[src/rtl/apb_pkg.sv]
// Shared state encoding, default widths and strobe-width helper for the APB master bridge.
package apb_pkg;

  typedef enum logic [1:0] {
    IDLE   = 2'b00,
    SETUP  = 2'b01,
    ACCESS = 2'b10
  } apb_state_e;

  localparam int APB_DATA_SIZE = 32;
  localparam int APB_ADDR_SIZE = 6;
  localparam int APB_BYTE_BITS = 8;

  function automatic int strb_width(input int data_size);
    return data_size / APB_BYTE_BITS;
  endfunction

endpackage

[src/rtl/apb_timeout_cnt.sv]
// ACCESS-phase wait counter; flags the cycle whose increment would reach LIMIT.
module apb_timeout_cnt #(
  parameter int LIMIT = 16
) (
  input  logic PCLK,
  input  logic PRESETn,
  input  logic clear,
  input  logic increment,
  output logic expired
);

  localparam int CNT_W = $clog2(LIMIT + 1);

  logic [CNT_W-1:0] count_q, count_d;

  always_comb begin
    count_d = count_q;
    if (clear) begin
      count_d = '0;
    end else if (increment && (count_q != CNT_W'(LIMIT))) begin
      count_d = count_q + 1'b1;
    end
  end

  always_ff @(posedge PCLK) begin
    if (!PRESETn) begin
      count_q <= '0;
    end else begin
      count_q <= count_d;
    end
  end

  // Abort fires on the edge where this wait cycle would make the count hit LIMIT.
  assign expired = increment && (count_q == CNT_W'(LIMIT - 1));

endmodule

[src/rtl/apb_master_bridge.sv]
// Valid/ready command stream to APB4 master bridge, one transfer in flight.
// Optional ACCESS-phase timeout abort is enabled by defining APB_TIMEOUT_EN.
module apb_master_bridge
  import apb_pkg::*;
#(
  parameter int DATA_SIZE      = APB_DATA_SIZE,
  parameter int ADDR_SIZE      = APB_ADDR_SIZE,
  parameter int TIMEOUT_CYCLES = 16,
  localparam int STRB_SIZE     = strb_width(DATA_SIZE)
) (
  input  logic                 PCLK,
  input  logic                 PRESETn,
  input  logic                 cmd_valid,
  output logic                 cmd_ready,
  input  logic                 cmd_write,
  input  logic [ADDR_SIZE-1:0] cmd_addr,
  input  logic [DATA_SIZE-1:0] cmd_wdata,
  input  logic [STRB_SIZE-1:0] cmd_strb,
  output logic                 rsp_valid,
  output logic [DATA_SIZE-1:0] rsp_rdata,
  output logic                 rsp_err,
  output logic [ADDR_SIZE-1:0] PADDR,
  output logic                 PSEL,
  output logic                 PENABLE,
  output logic                 PWRITE,
  output logic [DATA_SIZE-1:0] PWDATA,
  output logic [STRB_SIZE-1:0] PSTROBE,
  input  logic [DATA_SIZE-1:0] PRDATA,
  input  logic                 PREADY,
  input  logic                 PSLVERR
);

  apb_state_e state_q, state_d;
  logic psel_q, psel_d, penable_q, penable_d, pwrite_q, pwrite_d;
  logic [ADDR_SIZE-1:0] paddr_q, paddr_d;
  logic [DATA_SIZE-1:0] pwdata_q, pwdata_d, rsp_rdata_q, rsp_rdata_d;
  logic [STRB_SIZE-1:0] pstrobe_q, pstrobe_d;
  logic rsp_valid_q, rsp_valid_d, rsp_err_q, rsp_err_d;
  logic accept, timeout_hit;

  assign cmd_ready = (state_q == IDLE) || ((state_q == ACCESS) && PREADY);
  assign accept    = cmd_valid && cmd_ready;

`ifdef APB_TIMEOUT_EN
  apb_timeout_cnt #(.LIMIT(TIMEOUT_CYCLES)) u_timeout (
    .PCLK      (PCLK),
    .PRESETn   (PRESETn),
    .clear     (state_q == SETUP),
    .increment ((state_q == ACCESS) && !PREADY),
    .expired   (timeout_hit)
  );
`else
  logic timeout_unused;
  assign timeout_unused = (TIMEOUT_CYCLES != 0);
  assign timeout_hit    = 1'b0;
`endif

  always_comb begin
    state_d     = state_q;
    paddr_d     = paddr_q;
    pwrite_d    = pwrite_q;
    pwdata_d    = pwdata_q;
    pstrobe_d   = pstrobe_q;
    rsp_valid_d = 1'b0;
    rsp_rdata_d = rsp_rdata_q;
    rsp_err_d   = rsp_err_q;

    case (state_q)
      IDLE:   if (accept) state_d = SETUP;
      SETUP:  state_d = ACCESS;
      ACCESS: begin
        // Completion wins over a timeout landing in the same cycle.
        if (PREADY) begin
          rsp_valid_d = 1'b1;
          rsp_err_d   = PSLVERR;
          if (!pwrite_q) rsp_rdata_d = PRDATA;
          state_d = accept ? SETUP : IDLE;
        end else if (timeout_hit) begin
          rsp_valid_d = 1'b1;
          rsp_err_d   = 1'b1;
          state_d     = IDLE;
        end
      end
      default: state_d = IDLE;
    endcase

    if (accept) begin
      paddr_d   = cmd_addr;
      pwrite_d  = cmd_write;
      pwdata_d  = cmd_wdata;
      pstrobe_d = cmd_write ? cmd_strb : '0;
    end

    psel_d    = (state_d != IDLE);
    penable_d = (state_d == ACCESS);
  end

  always_ff @(posedge PCLK) begin
    if (!PRESETn) begin
      state_q     <= IDLE;
      psel_q      <= 1'b0;
      penable_q   <= 1'b0;
      pwrite_q    <= 1'b0;
      paddr_q     <= '0;
      pwdata_q    <= '0;
      pstrobe_q   <= '0;
      rsp_valid_q <= 1'b0;
      rsp_rdata_q <= '0;
      rsp_err_q   <= 1'b0;
    end else begin
      state_q     <= state_d;
      psel_q      <= psel_d;
      penable_q   <= penable_d;
      pwrite_q    <= pwrite_d;
      paddr_q     <= paddr_d;
      pwdata_q    <= pwdata_d;
      pstrobe_q   <= pstrobe_d;
      rsp_valid_q <= rsp_valid_d;
      rsp_rdata_q <= rsp_rdata_d;
      rsp_err_q   <= rsp_err_d;
    end
  end

  assign PSEL      = psel_q;
  assign PENABLE   = penable_q;
  assign PWRITE    = pwrite_q;
  assign PADDR     = paddr_q;
  assign PWDATA    = pwdata_q;
  assign PSTROBE   = pstrobe_q;
  assign rsp_valid = rsp_valid_q;
  assign rsp_rdata = rsp_rdata_q;
  assign rsp_err   = rsp_err_q;

endmodule

[config.mk]
export PLATFORM = sky130hd
export DESIGN_NAME = apb_master_bridge
export DESIGN_NICKNAME = d
export VERILOG_FILES = /design/src/rtl/apb_pkg.sv /design/src/rtl/apb_timeout_cnt.sv /design/src/rtl/apb_master_bridge.sv
export SDC_FILE = /design/constraint.sdc
export NUM_CORES = 1
export LEC_CHECK = 0
export CORE_MARGIN = 1.5
export CORE_UTILIZATION = 35
export CTS_CLUSTER_SIZE = 40
export DETAILED_ROUTE_END_ITERATION = 12
export PLACE_DENSITY = 0.68
export SLEW_MARGIN = 20
export SYNTH_ARGS = -nofsm -noshare
export SYNTH_HDL_FRONTEND = slang
export SYNTH_SLANG_ARGS = --single-unit
[constraint.sdc]
create_clock -name PCLK -period 1.35 [get_ports PCLK]
set_input_delay 0.27 -clock PCLK [delete_from_list [all_inputs] [get_ports PCLK]]
set_output_delay 0.27 -clock PCLK [all_outputs]
set_load 0.02 [all_outputs]
==> summary by stage, run 1 <==
Worst setup path
The end of the worst register-to-register path is PWDATA[13]$_SDFFE_PN0P_. The cell count of the worst reg-to-reg path is 7. At the worst endpoint, the required time is 1.62 ns. The reg-to-reg startpoint is state_q[1]$_SDFF_PN0_. The type of element launching the critical path is a flop. Of all nets on the critical path, the largest fanout is 5. The worst register-to-register path has a setup slack of -0.11 ns. The critical path is of the reg -> reg type.

The critical path endpoint category is a flop. The signal arrival time at the worst endpoint is 1.73 ns.

Clocking
The total clock buffers created by CTS is 9. The clock tree root buffer cell is clkbuf_8. The total number of H-tree levels is 3. The clock tree buffer depth is 2. After clock tree synthesis, the clock-pin slew on the worst setup and hold paths is 0.08 ns. The later pin in the worst-skew pair is clocked with a latency of 0.34 ns. The cts-stage hold buffer count is 0.

TritonCTS built the clock tree. The clock net in this run drives a total of 81 sinks.

Global routing
Entering global routing, the biggest net connects 65 pins. The number of antenna violations at the first check in global routing is 0. The total overflow left after global routing is 0. The number of global-route vias before repair is 2,843. The overall track demand over capacity in global routing is 17.96%.

The first-pass GRT wire length is 13,680 µm.

Pwr
Sequential cells account for 49.6% of the total power. The worst-case vdd ir drop is 479.2 µV. The overall power is 5.156 mW. For this design the total switching power over the nets is 1.384 mW.

In this run, the combinational gates consume 20.2% of the power. The part of the power in the clock network is 30.2%. The static leakage is 2.311 nW.

For this design the ratio of total power to cell area is 995.1 nW/µm². The fraction of power spent switching nets is 26.85%. The internal power is 3.771 mW.

Placement
The total of buffers placed on input and output ports is 159. The number of placed instances, taps included, is 601. The last weighted congestion value of the routability-driven placer is 0.6913. The minimum setup slack after placement is -0.4949 ns.

The half-perimeter wire length after detailed placement is 5669 µm.

Cells and area
The number of nets in the layout is 596. The layout has 786 filler cells. The finished layout holds 628 standard cells, fillers aside. 0 antenna diodes ended up in the layout.

The fraction of layout instances using a drive strength above 1 is 9.615%. Compared with the post-synthesis result, the final layout area differs by 65.24%.

Detailed routing
The number of DRC markers after the initial detailed-route iteration is 62. The routed layout has 2,934 vias. In the routed design, unresolved DRC markers number 0. The remaining antenna violation count is 0. The ratio of routed vias to standard cells is 4.672.

The length of the first detailed-routing pass in iterations is 4. The post-detailed-route wirelength per cell is 14.08 µm. After detailed routing, the total wire length is 8840 µm.

Timing
The final clock skew is 0.008890 ns. The count of final hold-check violations is 0. The peak clock frequency supported by timing is 684.1 MHz.

Setup total negative slack on the finished layout was measured at -2.175 ns. In this run the tightest slew margin relative to its limit is 77.86%. Setup repair after global routing could not meet its margin everywhere. The total count of max-transition violations in the final report is 0. After layout, the worst setup slack is -0.1118 ns.

Of the available clock period, the critical path in the final layout requires 108.3%. The time the worst path needs with I/O delays and setup is 1.462 ns. Hold is met by 0.3464 ns. Setup violations remaining at the end of the flow were counted as 35. The transition time of the tightest slew-check pin is 0.3321 ns.

Synth
Sequential elements use 51.72% of the synthesized area. The synthesized design devotes to its leading area cell type 51.72% of total area. For this run, asynchronously set or reset flops after synthesis account for 0%. By area the synthesized netlist is led by dfxtp_1 (52%), nand2_1 (14%), mux2i_1 (14%).

In the post-synthesis netlist, the cell with the most instances is nand2_1. The number of nets in the synthesized netlist is 432. After synthesis the cells add up to 3136 µm². The synthesized instance count is 352.

Yosys printed 0 warnings. The average cell area after synthesis is 8.908 µm². The distinct cell type count of the synthesized netlist is 23.

By count the netlist is led by nand2_1 (115), dfxtp_1 (81), mux2i_1 (43). The biggest area consumer among synthesized cells is dfxtp_1. The main flop type after synthesis is dfxtp_1. The flop and latch count out of synthesis is 81. The number of enable-type register cells in the synthesized netlist is 0.

Min path
The critical hold path startpoint is PRESETn. The worst-case hold path end point is rsp_rdata[10]$_SDFFE_PN0P_. The instance count along the most critical hold path is 3. The path type of the worst min-delay path is in -> reg.

Status
The run finished, with violations left. The checks that failed: setup timing.

Floorplan
The number of top-level pins is 160. The total die area is 9536 µm². The floorplan step set the die width to 97.65 µm. In this run the standard cell core region covers 8721 µm².

The floorplan step set the die height to 97.65 µm. The placement row count is 34. For this configuration, the core starts out at a cell density of 35.95%.

Job
Across the run, the number of max-cap violations was 0.
state kept, by name (all words and copies together), names as in the netlist:
| name | flops |
|---|---|
| rsp_valid | 1 |
| PSEL | 1 |
| state_q | 2 |
| rsp_err | 1 |
| PADDR | 6 |
| PWDATA | 32 |
| PSTROBE | 4 |
| PWRITE | 1 |
| rsp_rdata | 32 |
| PENABLE | 1 |
power groups by stage:
stage,combinational (mW),sequential [mW],clock [mW]
after floorplan,0.333,2.75,0
after global placement,0.964,2.61,0
after detailed placement,0.978,2.62,0
after CTS,1.01,2.56,1.61
after global routing,1.11,2.58,1.73
final,1.04,2.56,1.56
layer usage:
metal	global-route usage (%)	vias up	share of wire, %
li1	-	1491	-
met1	21.54	1330	45
met2	29.01	103	46
met3	6.691	10	8.2
met4	7.253	0	1.2
met5	0	-	0
timing repair:
item	in CTS	in global routing
buffers inserted	5	1
pin swaps	0	2
gates cloned	4	4
resized for setup	92	37
setup endpoints to repair	124	87
stage by stage:
step | cell area, µm² | utilization [%]
2_1_floorplan | 3136 | -
3_5_place_dp | 4827 | 55.35
5_1_grt | 5181 | 59.41
3_3_place_gp | 4827 | 55.35
6_report | 5181 | 59.41
4_1_cts | 5074 | 58.18
worst max-delay path by stage:
| stage | slack (ns) | cells past startpoint | to | startpoint |
|---|---|---|---|---|
| after floorplan | 0.19 | 5 | PSTROBE[3]$_SDFFE_PN0P_ | state_q[1]$_SDFF_PN0_ |
| after detailed placement | -0.49 | 6 | PWRITE$_SDFFE_PN0P_ | PREADY |
| final | -0.11 | 7 | PWDATA[13]$_SDFFE_PN0P_ | state_q[1]$_SDFF_PN0_ |
| after global placement | -0.45 | 4 | cmd_ready | PREADY |
| after global routing | -0.18 | 7 | PWDATA[3]$_SDFFE_PN0P_ | state_q[1]$_SDFF_PN0_ |
| after CTS | -0.12 | 8 | PWDATA[16]$_SDFFE_PN0P_ | state_q[1]$_SDFF_PN0_ |
placed cells by master (no fill, tap or decap), types with 4 or more instances in the layout:
master	netlist	layout
nand3_1	37	37
mux2i_1	43	43
clkbuf_16	0	4
buf_4	3	5
clkdlybuf4s50_1	0	77
o21ai_0	33	33
buf_12	4	8
dfxtp_1	81	80
clkdlybuf4s15_1	0	23
clkbuf_8	0	10
nand2_1	115	115
clkbuf_2	3	5
dlygate4sd2_1	0	52
buf_6	1	5
logic make-up after synthesis:
| logic type | synth area share (%) |
|---|---|
| AO/OA/AOI/OAI | 5.986 |
| buffers and inverters | 6.544 |
| flip-flops | 51.72 |
| multiplexers | 13.73 |
| AND/OR/NAND/NOR | 22.03 |
cell type report:
| class | instances | area (µm²) | area share [%] |
|---|---|---|---|
| clock buffer | 10 | 137.6 | 2.656 |
| clock inverter | 5 | 32.53 | 0.6279 |
| inverter | 1 | 3.754 | 0.07245 |
| multi-input combinational | 241 | 1331 | 25.69 |
| sequential | 81 | 1623 | 31.32 |
| tap | 108 | 135.1 | 2.608 |
| timing repair buffer | 182 | 1918 | 37.02 |
worst max-delay path: stages (launching register included):
cell and delay, ns:
dfxtp_2 0.34, nor2b_4 0.13, buf_6 0.12, nor3b_4 0.19, buf_6 0.17, buf_6 0.13
clkbuf_16 0.15, mux2i_1 0.18
(Power assumes the default switching activity.)
==> inputs of run 2 (changes only) <==
--- a/config.mk
+++ b/config.mk
@@ -10,6 +10,7 @@
 export CTS_CLUSTER_SIZE = 40
 export DETAILED_ROUTE_END_ITERATION = 12
 export PLACE_DENSITY = 0.68
+export SETUP_SLACK_MARGIN = 0.2
 export SLEW_MARGIN = 20
 export SYNTH_ARGS = -nofsm -noshare
 export SYNTH_HDL_FRONTEND = slang
==> run 2 against run 1 <==
Effect of this change:
- the flow still finishes with violations (setup timing)
- register-to-register slack better by 0.06 ns
- non-clock buffer count is 9 higher
- clock skew down 0.0043 ns
- global-route usage up 0.69 points
- setup slack better by 0.055 ns
- critical path depth unchanged
- critical path type unchanged
- highest routed layer unchanged
==> summary by stage, run 2 (synthesized netlist as in run 1, its figures left out) <==
Global routing
The number of global-route vias before repair is 3,031 (+6.6%). The first-pass GRT wire length was 14,350 µm (+5.0%). The total congestion overflow after global routing was 0 (unchanged). The maximum number of pins on one net before global-route repair is 55 (-15%). The number of antenna violations at the first check in global routing was 0 (unchanged). The overall track demand over capacity in global routing was 18.65% (+0.69 points).

Status
The flow ran to the end, but the final reports show violations. The checks that failed: setup timing.

Timing
The total negative slack for setup checks came to -1.072 ns (+1.103 ns). The time the worst path needs with I/O delays and setup is 1.406 ns (-0.05546 ns). The count of final hold-check violations is 0 (unchanged). The part of the cycle the worst path needs came to 104.2% (-4.1 points). The final clock skew is 0.004607 ns (-0.004284 ns). Setup repair after global routing could not meet its margin everywhere. The final setup violation count was 36 (+2.9%). The peak clock frequency supported by timing is 711.1 MHz (+3.9%). The total count of max-transition violations in the final report is 0 (unchanged). The worst relative slew slack is 82.37% (+4.5 points). The worst setup slack after layout is -0.05630 ns (+0.05546 ns). The transition time of the tightest slew-check pin came to 0.2644 ns (-0.06769 ns).

Pwr
The worst-case vdd ir drop came to 546.0 µV (+14%). The power share of the combinational group is 19.3% (-0.9 points). The fraction of power spent switching nets was 24.60% (-2.2 points).

The areal power density over the cells is 1038 nW/µm² (+4.3%). The overall power is 5.584 mW (+8.3%). The switching power of the nets came to 1.374 mW (-0.77%). The fraction of power consumed by sequential logic came to 45.9% (-3.7 points). The part of the power in the clock network is 34.8% (+4.6 points).

The static leakage came to 2.352 nW (+1.8%). The internal power is 4.210 mW (+12%).

Placement
The half-perimeter wire length after detailed placement came to 5584 µm (-1.5%). The last weighted congestion value of the routability-driven placer came to 0.7021 (+1.6%). The number of cells after detailed placement is 604 (+0.50%). The total of buffers placed on input and output ports is 159 (unchanged).

Cells and area
The area taken by multi-input logic gates is 1501 µm² (+13%). The final cell count without fillers is 636 (+1.3%). The leading cell type in the layout, fill and taps excluded is nand2_1. The fill cell total of the finished layout is 731 (-7.0%).

The area used by sequential logic in the layout was 1644 µm² (+1.3%). From synthesis to final layout, the design area changed by 71.63%. The fraction of layout instances using a drive strength above 1 was 35.42% (+26 points). The number of nets in the layout was 605 (+1.5%). The library cells used most frequently in the layout, excluding fill and tap cells, are nand2_1 (115), clkdlybuf4s50_1 (77), dfxtp_1 (63). The count of inserted antenna diode cells is 0 (unchanged).

Worst setup path
The signal arrival time at the worst endpoint is 1.66 ns (-0.07 ns). The cell count of the worst reg-to-reg path is 7 (unchanged). The end of the worst register-to-register path is PWDATA[1]$_SDFFE_PN0P_. The worst setup path is captured at a flop.

The worst register-to-register path begins at state_q[1]$_SDFF_PN0_. The largest fanout on the critical path is 7 (+2). The slack of the worst reg-to-reg path is -0.06 ns (+0.06 ns). Tracing the worst setup path back leads to its startpoint at state_q[1]$_SDFF_PN0_.

The type of the worst setup path is reg -> reg. The end of the critical path is PWDATA[1]$_SDFFE_PN0P_. The type of element launching the critical path is a flop. The data required time of the critical path came to 1.61 ns (about the same).

Clocking
The clock latency on the worst-skew pair is 0.33 ns (about the same). The cts-stage hold buffer count is 0 (unchanged). The clock sink count is 81 (unchanged). The clock tree root buffer cell is clkbuf_8.

The total clock buffers created by CTS is 9 (unchanged). The clock tree buffer depth was 2 (unchanged). The total number of H-tree levels came to 3 (unchanged). The CTS clock-pin slew for the worst setup and hold paths was 0.08 ns (about the same). TritonCTS built the clock tree.

Floorplan
The placement row count is 34 (unchanged). The number of top-level pins is 160 (unchanged). The area of the core is 8721 µm² (unchanged). The starting density of the core is 35.95% (unchanged). The horizontal die dimension is 97.65 µm (unchanged). The y dimension of the die is 97.65 µm (unchanged). The total die area is 9536 µm² (unchanged).

Detailed routing
The length of the first detailed-routing pass in iterations is 4 (unchanged). The post-detailed-route wirelength per cell is 14.22 µm (+1.0%). The number of DRC markers after the initial detailed-route iteration was 56 (-9.7%). The total via count after detailed routing came to 2,998 (+2.2%).

The ratio of routed vias to standard cells is 4.714 (+0.90%). The residual DRC count is 0 (unchanged). The remaining antenna violation count is 0 (unchanged). The aggregate routed wire length was 9044 µm (+2.3%).

Job
The reported max-cap violation count is 0 (unchanged).

Min path
The path class of the tightest hold or removal check is in -> reg.
## run 2: cell types whose count changed in the layout (fill, tap and decap cells not counted), sizes merged
cell / change
buf: +92
bufinv: +2
clkbuf: -8
clkdlybuf4s15: -23
clkinv: -1
clkinvlp: -3
dlygate4sd2: -51
## run 2: what timing repair did
item | CTS | global route
setup endpoints to repair | 158 | 128
cloned | 8 | 0
setup buffers | 9 | 1
gates resized for setup | 412 | 68
pin swaps | 40 | 4
## run 2: routing by layer
| metal | global-route usage [%] | part of all wire, % | vias to the layer above |
|---|---|---|---|
| met5 | 0 | 0 | - |
| met4 | 6.484 | 1.6 | 0 |
| met3 | 6.331 | 8.2 | 14 |
| met2 | 31.78 | 48 | 104 |
| met1 | 21.77 | 42 | 1370 |
| li1 | - | - | 1510 |
## run 2: per-stage QoR
step	setup slack [ns]	utilization (%)	hold slack, ns	instance area (µm²)
after global placement	-0.4613	55.48	0.4420	4838
after CTS	-0.06970	59.77	0.3029	5213
after global routing	-0.1361	61.71	0.3177	5381
after floorplan	0.1959	-	0.4099	3137
after detailed placement	-0.4633	55.48	0.4520	4838
final	-0.05630	61.71	0.3259	5381
## run 2: how the worst min path moves through the flow
stage                       startpoint  slack, ns  depth (start not counted)                         end
2_1_floorplan                  PSLVERR       0.41                          2        rsp_err$_SDFFE_PN0P_
3_3_place_gp   PWDATA[17]$_SDFFE_PN0P_       0.44                          2     PWDATA[17]$_SDFFE_PN0P_
3_5_place_dp   PWDATA[22]$_SDFFE_PN0P_       0.45                          2     PWDATA[22]$_SDFFE_PN0P_
4_1_cts                        PRESETn       0.30                          3  rsp_rdata[31]$_SDFFE_PN0P_
5_1_grt                        PRESETn       0.32                          3  rsp_rdata[31]$_SDFFE_PN0P_
6_report                       PRESETn       0.33                          3  rsp_rdata[31]$_SDFFE_PN0P_
## run 2: worst max-delay path: stages, from the launching register on
cell and delay, ns:
dfxtp_2 0.34, nor2b_4 0.13, buf_6 0.11, nor3b_4 0.20, buf_6 0.15, buf_12 0.10, buf_12 0.11, mux2i_1 0.18
## run 2: final cells by class
type | instances | share of cell area (%)
inverter | 1 | 0.06975
timing repair buffer | 191 | 34.95
sequential | 81 | 30.55
clock buffer | 11 | 2.813
clock inverter | 3 | 1.209
tap | 108 | 2.511
multi-input combinational | 241 | 27.90
## run 2: power by group through the flow
stage,combinational (mW),sequential (mW),clock [mW]
finish,1.08,2.57,1.94
global route,1.15,2.58,2.12
CTS,1.03,2.56,2.00
detailed placement,0.984,2.62,0
global placement,0.971,2.61,0
floorplan,0.333,2.75,0
==> inputs of run 3 (changes only) <==
--- a/config.mk
+++ b/config.mk
@@ -7,6 +7,7 @@
 export LEC_CHECK = 0
 export CORE_MARGIN = 1.5
 export CORE_UTILIZATION = 35
+export CTS_BUF_LIST = sky130_fd_sc_hd__clkbuf_8
 export CTS_CLUSTER_SIZE = 40
 export DETAILED_ROUTE_END_ITERATION = 12
 export PLACE_DENSITY = 0.68
==> results of run 3 <==
The final DEF is identical to that of run 2; final timing and power are the same.
